--- src/rtl/plic_gateway.sv ---
// Interrupt gateway: turns raw level/edge interrupt lines into PLIC pending bits,
// holding each source pending until claimed and blocked until completed.
module plic_gateway #(
    parameter int NumSource = 31,
    parameter int MaxEdges  = 7
) (
    input  logic                 clk_i,
    input  logic                 rst_i,
    input  logic [NumSource:0]   src_i,
    input  logic [NumSource:0]   le_i,
    input  logic [NumSource:0]   claim_i,
    input  logic [NumSource:0]   complete_i,
    output logic [NumSource:0]   ip_o,
    output logic [NumSource:0]   active_o
);

    localparam int              CntW   = $clog2(MaxEdges + 1);
    localparam logic [CntW-1:0] CntMax = CntW'(MaxEdges);
    localparam logic [CntW-1:0] CntOne = CntW'(1);

    // Encoding makes bit 0 the pending flag and bit 1 the active flag, so the
    // outputs are the state flops themselves.
    typedef enum logic [1:0] {
        IDLE   = 2'b00,
        PEND   = 2'b01,
        ACTIVE = 2'b10
    } state_e;

    // Source 0 is reserved; its inputs are deliberately dropped.
    logic unused_src0;
    assign unused_src0 = ^{src_i[0], le_i[0], claim_i[0], complete_i[0]};

    assign ip_o[0]     = 1'b0;
    assign active_o[0] = 1'b0;

    for (genvar k = 1; k <= NumSource; k++) begin : g_src
        state_e          state_q;
        logic            src_q;
        logic [CntW-1:0] cnt_q;
        logic            edge_det;
        logic            req;

        assign edge_det = src_i[k] & ~src_q;
        assign req      = le_i[k] ? (edge_det | (cnt_q != '0)) : src_i[k];

        always_ff @(posedge clk_i) begin
            if (rst_i) begin
                state_q <= IDLE;
                src_q   <= 1'b0;
                cnt_q   <= '0;
            end else begin
                src_q <= src_i[k];

                case (state_q)
                    IDLE:    if (req)           state_q <= PEND;
                    PEND:    if (claim_i[k])    state_q <= ACTIVE;
                    ACTIVE:  if (complete_i[k]) state_q <= IDLE;
                    default:                    state_q <= IDLE;
                endcase

                // In IDLE a non-zero count always raises req, so one stored edge is
                // spent here; a fresh edge in the same cycle replaces it.
                if (!le_i[k]) begin
                    cnt_q <= '0;
                end else if (state_q == IDLE) begin
                    if ((cnt_q != '0) && !edge_det) cnt_q <= cnt_q - CntOne;
                end else if (edge_det && (cnt_q != CntMax)) begin
                    cnt_q <= cnt_q + CntOne;
                end
            end
        end

        assign ip_o[k]     = state_q[0];
        assign active_o[k] = state_q[1];
    end

endmodule

--- config.mk ---
export PLATFORM = sky130hd
export DESIGN_NAME = plic_gateway
export DESIGN_NICKNAME = d
export VERILOG_FILES = /design/src/rtl/plic_gateway.sv
export SDC_FILE = /design/constraint.sdc
export NUM_CORES = 1
export LEC_CHECK = 0
export ABC_CLOCK_PERIOD_IN_PS = 2400
export CAP_MARGIN = 20
export CORE_MARGIN = 5
export CORE_UTILIZATION = 40
export DETAILED_ROUTE_END_ITERATION = 16
export PLACE_DENSITY = 0.63
export SKIP_CTS_REPAIR_TIMING = 1
export SLEW_MARGIN = 20
export SYNTH_ARGS = -nofsm -noshare
export SYNTH_HDL_FRONTEND = slang
export SYNTH_SLANG_ARGS = --single-unit
--- constraint.sdc ---
create_clock -name clk_i -period 2.4 [get_ports clk_i]
set_clock_uncertainty 0.1 [all_clocks]
set_input_delay 0.48 -clock clk_i [delete_from_list [all_inputs] [get_ports clk_i]]
set_output_delay 0.48 -clock clk_i [all_outputs]
set_load 0.03 [all_outputs]
==> results by group, run 1 <==
Status
  • Status: finished clean

STA
  • Worst Setup Slack, final: 0.226 ns
  • # setup viols final: 0
  • Final min period: 2.17 ns
  • Hold Slack: approximately 0.33 ns
  • Max frequency: 0.460 GHz
  • Setup repair after global routing missed its margin: no
  • Fin. Hold Viols: 0
  • Setup TNS: 0 ns
  • Max-slew violation count: 0
  • Period utilisation layout: 0.906

Cells and area
  • Nets: about 1600
  • Area delta synth->final: 28.0%
  • Post-Layout Cell Count: ~1800
  • Layout cells sized above 1: 0.117

Synthesis
  • Post-synthesis xor/xnor area fraction: 0.0259
  • Synth Cell Area: about 0.010 mm2
  • Post-Synth Simple-Gate Area: 0.280
  • Number of flops mapped to enable cells by yosys: 0
  • Post-synthesis instance total: 1209
  • Largest family of logic cells by synthesized area: simple AND/OR/NAND/NOR gates
  • Synth top area cells: dfxtp_1, fa_1, inv_1
  • Ys async rst share: 0
  • Synth Area in Adders: 0.0593
  • Primary FF master, synth: dfxtp_1
  • Synth Area in Compound Gates: 0.194
  • Synth unique cells: 32
  • Most common cell in the netlist: dfxtp_1
  • Warnings, synthesis: 0
  • Leading area contributor after synthesis: dfxtp_1
  • Sequential share of the synthesized area: 0.356
  • Post-synthesis mux area share: 0.0334
  • Synth top area share: 0.356
  • Mean post-synth cell area: 8.66 um2
  • Post-synth top cells: dfxtp_1, inv_1, nor2_1
  • Synth Register Bits: about 190

Worst setup path
  • WP data arrival: 1.59 ns
  • Critical path class: flop to output port
  • Critical Path Max Stage Delay: between 0.7 and 0.8 ns
  • CP bufs+invs: 1
  • Startpoint class of the critical path: flop
  • Crit path max fanout: 6
  • WP data required: between 1.5 and 2 ns
  • R2r setup slk: roughly 0.40 ns
  • Slowest-stage cell, CP: clkdlybuf4s50_1
  • Worst Reg-to-Reg Cells: 6
  • Reg2Reg Launch Point: g_src[24].state_q[0]
  • CP Capture Type: output port
  • Top delay family on crit path: buffers and inverters
  • Setup crit start: g_src[6].state_q[0]
  • Crit-path cells: clkdlybuf4s50_1
  • R2R Path End: g_src[24].cnt_q[2]

Floorplan
  • Die area: a little under 0.03 mm2
  • # rows: 59
  • Die width: 172 um
  • Die height: about 170 um
  • Initial Util: 0.404
  • Core area: roughly 0.026 mm2
  • Ports: roughly 190

Placed design
  • Cells after DPL: 1727
  • PortBufs: 187
  • Dpl ws: approximately 0.21 ns
  • Final HPWL DP: around 17000 um
  • Gpl congestion: 0.828

Hold path
  • Hold Path End: g_src[8].state_q[0]
  • Hold crit path type: input pin to flop
  • Hold Path Stages: 2
  • Min-delay src: rst_i

CTS
  • CTS tree: yes
  • Total CTS buffers: 17
  • Clock transition at path regs: 0.07 ns
  • CTS Buffer Depth: 2
  • Worst skew pair latency: 0.42 ns
  • Clock root cell: clkbuf_16
  • CTS Sinks: roughly 190
  • Total number of H-tree levels: 4

Power and ir drop
  • Maximum VDD drop: 352 uV
  • Leak pwr: slightly below 0.005 uW
  • Pwr dens: approximately 640 mW/mm2

GRT
  • GRT Util Overall: 0.151
  • Grt total ovfl: 0
  • Met3 Use GR: 0.0418
  • Largest net degree at the start of global routing: 38
  • Most crowded layer after global routing: met2
  • Initial antenna violation count: 1
  • Vias in the first global route: between 8000 and 9000
  • Global-route wire length before repair: 38300 um
  • GR Util met2: 0.243
  • Met1 Use GR: 0.205

Drt
  • Total wire length: 22200 um
  • DRT Pass-1 Iters: 5
  • Detail Route Antenna Nets: 0
  • Initial DRC count: around 340
  • Post-DR wirelength/cell: 12.6 um
  • Vias after detailed routing: about 9100
  • DRC: 0
  • Vias per Instance: between 5 and 6

Run
  • Max-Cap Viols: 0
==> cell families (layout without fill, tap and decap cells) <==
family / after synthesis / after routing
and+or+nand+nor: 511 / 511
AOI/OAI and AO/OA: 279 / 279
DFF: 186 / 186
buffers and inverters: 139 / 353
adders and majority gates: 31 / 31
xor gates and xnor gates: 31 / 31
muxes: 31 / 31
other: 1 / 3
==> where the power goes <==
part | internal [uW] | total, uW | leakage, uW | switching, uW
logic | 1050 | 2180 | 0.00315 | 1140
registers | 3300 | 3560 | 0.00152 | 258
clock network | 1600 | 2890 | 0.000284 | 1300
==> sequential cells by signal (all words and copies together), names as in the netlist <==
| name | flops |
|---|---|
| g_src.cnt_q | 93 |
| g_src.state_q | 62 |
| g_src.src_q | 31 |
==> routing by layer <==
metal / part of all wire / up-vias
li1: - / 4702
met1: 0.48 / 4198
met2: 0.45 / 186
met3: 0.060 / 15
met4: 0.0075 / 2
met5: 0.00058 / -
==> how the worst max path moves through the flow <==
stage                          to  slack [ns]  cells after the start
5_1_grt                   ip_o[6]        0.15                      1
3_5_place_dp   g_src[18].cnt_q[2]        0.21                      5
4_1_cts                   ip_o[6]        0.20                      1
6_report                  ip_o[6]        0.23                      1
3_3_place_gp   g_src[17].cnt_q[2]        0.24                      5
2_1_floorplan  g_src[10].cnt_q[2]        0.41                      6
==> metrics by stage <==
step	util	area [um2]	total power [uW]
4_1_cts	0.517	13400	8780
3_3_place_gp	0.494	12800	5770
6_report	0.517	13400	8640
3_5_place_dp	0.494	12800	5820
5_1_grt	0.517	13400	9190
2_1_floorplan	-	10500	5090
==> layout make-up <==
| class | instances | area, um2 |
|---|---|---|
| antenna | 1 | 2.50 |
| clock buffer | 19 | 443 |
| clock inverter | 13 | 158 |
| fill | 2432 | 12500 |
| inverter | 124 | 465 |
| multi-input combinational | 885 | 6210 |
| sequential | 186 | 3720 |
| tap | 335 | 419 |
| timing repair buffer | 197 | 1970 |
==> cells in the final DEF, fill, tap and decap left out, drive strengths merged, types with 36 or more instances in the layout <==
master	n
dfxtp	186
clkdlybuf4s50	186
nor2	152
inv	130
a21oi	98
nand2	80
nand2b	62
nand3	62
nor3	36
(Power assumes the default switching activity.)
==> inputs of run 2 (changes only) <==
Settings changed: CORE_ASPECT_RATIO set to 1.25.
==> run 2 against run 1 <==
  * Wire length fell by 0.81%
  * Core utilization down 0.13 points
  * Sequential share of layout area up 0.052 points
  * Flip-flop and latch count unchanged
  * Non-clock buffer count unchanged
  * Cell count is 0.11% higher
  * Worst setup slack lost 0.030 ns
  * Register-to-register slack about the same
  * Global-route usage shrank 0.22 points
  * Combinational power is essentially flat
  * First-iteration DRC count shrank 16%
  * Largest power group unchanged
  * Highest routed layer is now met4
==> results by group, run 2 (synthesized netlist as in run 1, its figures left out) <==
Hold path
  • Hold crit path type: input pin to flop

Cells and area
  • Number of fill cells: 2508 (+3.1%)
  • Antenna cell count: 0 (-1)
  • Area delta synth->final: 27.7%
  • Max FFs per register: 93 (unchanged)
  • Cell area after layout: 0.0134 mm2 (-0.19%)
  • Reg with most FFs: g_src.cnt_q
  • Largest regs: g_src.cnt_q (93), g_src.state_q (62), g_src.src_q (31)
  • Nets: 1572 (unchanged)
  • Multi-input logic area: 0.00621 mm2 (unchanged)
  • Most frequent cells in the layout: dfxtp_1, clkdlybuf4s50_1, inv_1
  • Final Util: 0.515 (-0.00134)
  • Layout cells sized above 1: 0.117 (-0.000538)
  • Register Area: 0.00372 mm2 (unchanged)
  • Post-Layout Cell Count: 1762 (+0.11%)

CTS
  • CTS Sinks: 186 (unchanged)
  • Worst skew pair latency: 0.44 ns (+0.02 ns)
  • CTS tree: yes
  • CTS Buffer Depth: 2 (unchanged)
  • Total CTS buffers: 17 (unchanged)
  • Clock root cell: clkbuf_16
  • Total number of H-tree levels: 4 (unchanged)
  • Clock transition at path regs: 0.07 ns (about the same)

Worst setup path
  • Crit path max fanout: 6 (unchanged)
  • WP data required: 1.82 ns (about the same)
  • Crit-path cells: clkdlybuf4s50_1
  • Top delay family on crit path: buffers and inverters
  • WP data arrival: 1.62 ns (+0.03 ns)
  • CP bufs+invs: 1 (unchanged)
  • CP Capture Type: output port
  • Critical Path Max Stage Delay: 0.73 ns (about the same)
  • Slowest-stage cell, CP: clkdlybuf4s50_1
  • Critical path class: flop to output port
  • Startpoint class of the critical path: flop

Drt
  • Vias after detailed routing: 9178 (+0.82%)
  • DRT Pass-1 Iters: 4 (-1)
  • DRC: 0 (unchanged)
  • Initial DRC count: 282 (-16%)
  • Total wire length: 22100 um (-0.81%)
  • Detail Route Antenna Nets: 0 (unchanged)
  • Post-DR wirelength/cell: 12.5 um (-0.92%)
  • Vias per Instance: 5.21 (+0.71%)

Power and ir drop
  • Flop pwr share: 0.420 (+0.008)
  • Switching power: 2610 uW (-3.1%)
  • Int Power: 5880 uW (-1.1%)
  • Maximum VDD drop: 429 uV (+22%)
  • Leak pwr: 0.00494 uW (-0.29%)
  • Pwr dens: 635 mW/mm2 (-1.5%)
  • Combinational share of power: 0.256 (+0.003)
  • Switching fraction of total power: 0.307 (-0.00439)
  • Clock Power Share: 0.324 (-0.011)

Floorplan
  • Core area: 0.0259 mm2 (about the same)
  • Die area: 0.0295 mm2 (about the same)
  • Die height: 191 um (+11%)
  • Initial Util: 0.404 (about the same)
  • Die width: 155 um (-9.9%)
  • Ports: 194 (unchanged)
  • # rows: 66 (+12%)

STA
  • Max-slew violation count: 0 (unchanged)
  • Fin. Hold Viols: 0 (unchanged)
  • Setup repair after global routing missed its margin: no
  • Max frequency: 0.454 GHz (-1.3%)
  • Final min period: 2.20 ns (+0.0296 ns)
  • Period utilisation layout: 0.918 (+0.0123)
  • Setup TNS: 0 ns (unchanged)
  • # setup viols final: 0 (unchanged)
  • Hold Slack: 0.327 ns (+0.000808 ns)

Placed design
  • Cells after DPL: 1732 (+0.29%)
  • Gpl congestion: 0.837 (+1.2%)
  • Final HPWL DP: 16900 um (-0.41%)
  • PortBufs: 187 (unchanged)
  • Post-DP Area: 0.0128 mm2 (about the same)

GRT
  • Global-route wire length before repair: 37800 um (-1.1%)
  • Vias in the first global route: 8712 (+1.4%)
  • Largest net degree at the start of global routing: 38 (unchanged)
  • Grt total ovfl: 0 (unchanged)
  • GRT Util Overall: 0.149 (-0.00224)
  • Initial antenna violation count: 0 (-1)

Run
  • Max-Cap Viols: 0 (unchanged)

Status
  • Status: finished clean
run 2: power groups by stage:
stage                     Combinational, uW  Clock, uW  Sequential, uW
final                                  2170       2750            3560
after floorplan                        1330          0            3760
after CTS                              2200       2890            3560
after global routing                   2430       3000            3600
after global placement                 2150          0            3620
after detailed placement               2190          0            3630
run 2: area by class of cell:
class,count,share of cell area
clock buffers,21,0.0359
clock inverters,9,0.00683
inverters,124,0.0348
multi-input cells,885,0.465
flip-flops and latches,186,0.279
well taps,340,0.0318
repair buffers,197,0.147
run 2: worst paths after layout:
check,startpoint,to,slack (ns),cells past startpoint
setup / recovery,g_src[3].state_q[0],ip_o[3],0.20,1
hold / removal,rst_i,g_src[10].state_q[0],0.33,2
setup reg to reg,g_src[24].state_q[1],g_src[24].cnt_q[2],0.40,6
hold reg to reg,g_src[13].state_q[1],g_src[13].state_q[0],0.42,1
run 2: through the flow:
step	worst slack, ns	total power, uW
4_1_cts	0.155	8650
3_5_place_dp	0.218	5820
6_report	0.197	8490
3_3_place_gp	0.230	5770
5_1_grt	0.117	9040
2_1_floorplan	0.414	5090
run 2: per-layer routing:
metal  GRT usage  wire length (um)
met1       0.182             10000
met2       0.260             10800
met3      0.0313               959
met4      0.0510               322
met5           0                 0
==> inputs of run 3 (changes only) <==
Settings changed: PLACE_DENSITY 0.63 to 0.62.
==> run 3 against run 2 <==
  * Total power is essentially flat
  * Maximum frequency rose by 0.29%
  * First-iteration DRC count grew 4.3%
  * Worst hold slack improved by 0.023 ns
  * Final area grew 0.19%
  * Flip-flop and latch count did not move
  * Critical path type unchanged
  * Critical endpoint is now ip_o[29]
==> results by group, run 3 (synthesized netlist as in run 1, its figures left out) <==
Worst setup path
  • Crit-path cells: clkdlybuf4s50_1
  • WP depth: 1 (unchanged)
  • Critical path class: flop to output port
  • Crit path max fanout: 6 (unchanged)
  • CP bufs+invs: 1 (unchanged)
  • Setup crit start: g_src[29].state_q[0]
  • Reg2Reg Launch Point: g_src[18].state_q[0]
  • Worst Reg-to-Reg Cells: 6 (unchanged)
  • R2r setup slk: 0.39 ns (about the same)
  • WP data required: 1.82 ns (about the same)
  • CP Capture Type: output port
  • Critical Path Max Stage Delay: 0.75 ns (+0.02 ns)
  • Slowest-stage cell, CP: clkdlybuf4s50_1
  • Startpoint class of the critical path: flop
  • WP data arrival: 1.62 ns (about the same)
  • R2R Path End: g_src[18].cnt_q[2]
  • Top delay family on crit path: buffers and inverters

CTS
  • CTS Buffer Depth: 2 (unchanged)
  • Clock transition at path regs: 0.07 ns (about the same)
  • Total number of H-tree levels: 4 (unchanged)
  • CTS tree: yes
  • Total CTS buffers: 17 (unchanged)
  • Worst skew pair latency: 0.43 ns (about the same)
  • Clock root cell: clkbuf_16
  • CTS Sinks: 186 (unchanged)

GRT
  • Vias in the first global route: 8772 (+0.69%)
  • GRT Util Overall: 0.150 (+0.000933)
  • Initial antenna violation count: 2 (+2)
  • Grt total ovfl: 0 (unchanged)
  • Global-route wire length before repair: 38000 um (+0.44%)
  • Largest net degree at the start of global routing: 37 (-2.6%)

Hold path
  • Hold Path Stages: 2 (unchanged)
  • Hold Path End: g_src[10].state_q[0]
  • Hold crit path type: input pin to flop
  • Min-delay src: rst_i

Floorplan
  • Die height: 191 um (unchanged)
  • Die width: 155 um (unchanged)
  • Ports: 194 (unchanged)
  • Initial Util: 0.404 (unchanged)
  • Core area: 0.0259 mm2 (unchanged)
  • # rows: 66 (unchanged)
  • Die area: 0.0295 mm2 (unchanged)

Cells and area
  • Most frequent cells in the layout: dfxtp_1, clkdlybuf4s50_1, inv_1
  • Area delta synth->final: 28.0%
  • Nets: 1575 (+0.19%)
  • Largest regs: g_src.cnt_q (93), g_src.state_q (62), g_src.src_q (31)
  • Number of fill cells: 2485 (-0.92%)
  • Layout cells sized above 1: 0.118 (+0.000993)
  • Reg with most FFs: g_src.cnt_q
  • Max FFs per register: 93 (unchanged)

Power and ir drop
  • Pwr dens: 634 mW/mm2 (-0.22%)
  • Maximum VDD drop: 463 uV (+7.9%)
  • Leak pwr: 0.00495 uW (+0.20%)

Status
  • Status: finished clean

STA
  • Final min period: 2.20 ns (-0.00646 ns)
  • Max-slew violation count: 0 (unchanged)
  • # setup viols final: 0 (unchanged)
  • Period utilisation layout: 0.915 (-0.00269)
  • Worst Setup Slack, final: 0.203 ns (+0.00646 ns)
  • Fin. Hold Viols: 0 (unchanged)
  • Hold Slack: 0.350 ns (+0.0229 ns)
  • Setup TNS: 0 ns (unchanged)
  • Setup repair after global routing missed its margin: no
  • Max frequency: 0.455 GHz (+0.29%)

Drt
  • Detail Route Antenna Nets: 0 (unchanged)
  • Initial DRC count: 294 (+4.3%)
  • DRC: 0 (unchanged)
  • DRT Pass-1 Iters: 4 (unchanged)
  • Vias after detailed routing: 9252 (+0.81%)
  • Post-DR wirelength/cell: 12.7 um (+1.8%)
  • Vias per Instance: 5.23 (+0.41%)
  • Total wire length: 22500 um (+2.2%)

Placed design
  • Dpl ws: 0.221 ns (+0.00325 ns)
  • PortBufs: 187 (unchanged)
  • Final HPWL DP: 17200 um (+1.8%)
  • Gpl congestion: 0.797 (-4.8%)

Run
  • Max-Cap Viols: 0 (unchanged)
run 3: cell types whose count changed in the layout (fill, tap and decap cells not counted), sizes merged:
cell    change
buf         +3
clkinv      +1
clkbuf      +2
diode       +2
inv         -1
run 3: where the power goes:
part | total (uW) | leakage (uW) | switching [uW] | internal (uW)
clock | 2740 | 0.000266 | 1220 | 1520
sequential | 3560 | 0.00152 | 256 | 3300
combinational | 2190 | 0.00316 | 1140 | 1050
total | 8490 | 0.00495 | 2610 | 5870
run 3: how the worst max path moves through the flow:
stage                     slack (ns)            endpoint
after global routing            0.14            ip_o[29]
final                           0.20            ip_o[29]
after CTS                       0.16            ip_o[29]
after floorplan                 0.41  g_src[10].cnt_q[2]
after global placement          0.25  g_src[14].cnt_q[2]
after detailed placement        0.22   g_src[6].cnt_q[2]
run 3: per-layer routing:
metal / GRT usage / vias to the layer above / wire length (um)
li1: - / 4710 / -
met4: 0.0506 / 0 / 347
met3: 0.0306 / 22 / 783
met1: 0.175 / 4372 / 10000
met2: 0.272 / 148 / 11400
met5: 0 / - / 0
run 3: area by class of cell:
type                       count  area (um2)  area share
clock buffer                  23         478      0.0357
sequential                   186        3720       0.278
timing repair buffer         200        1990       0.149
clock inverter                 9        91.3     0.00682
antenna                        2        5.00    0.000374
tap                          340         425      0.0318
inverter                     124         465      0.0348
multi-input combinational    885        6210       0.464
run 3: stage by stage:
stage	std cells	cell area [um2]	utilization	power [uW]
final	1769	13400	0.516	8490
after global routing	1769	13400	0.516	9020
after CTS	1767	13400	0.516	8650
after detailed placement	1735	12800	0.494	5830
after global placement	1735	12800	0.494	5780
after floorplan	1210	10500	-	5090
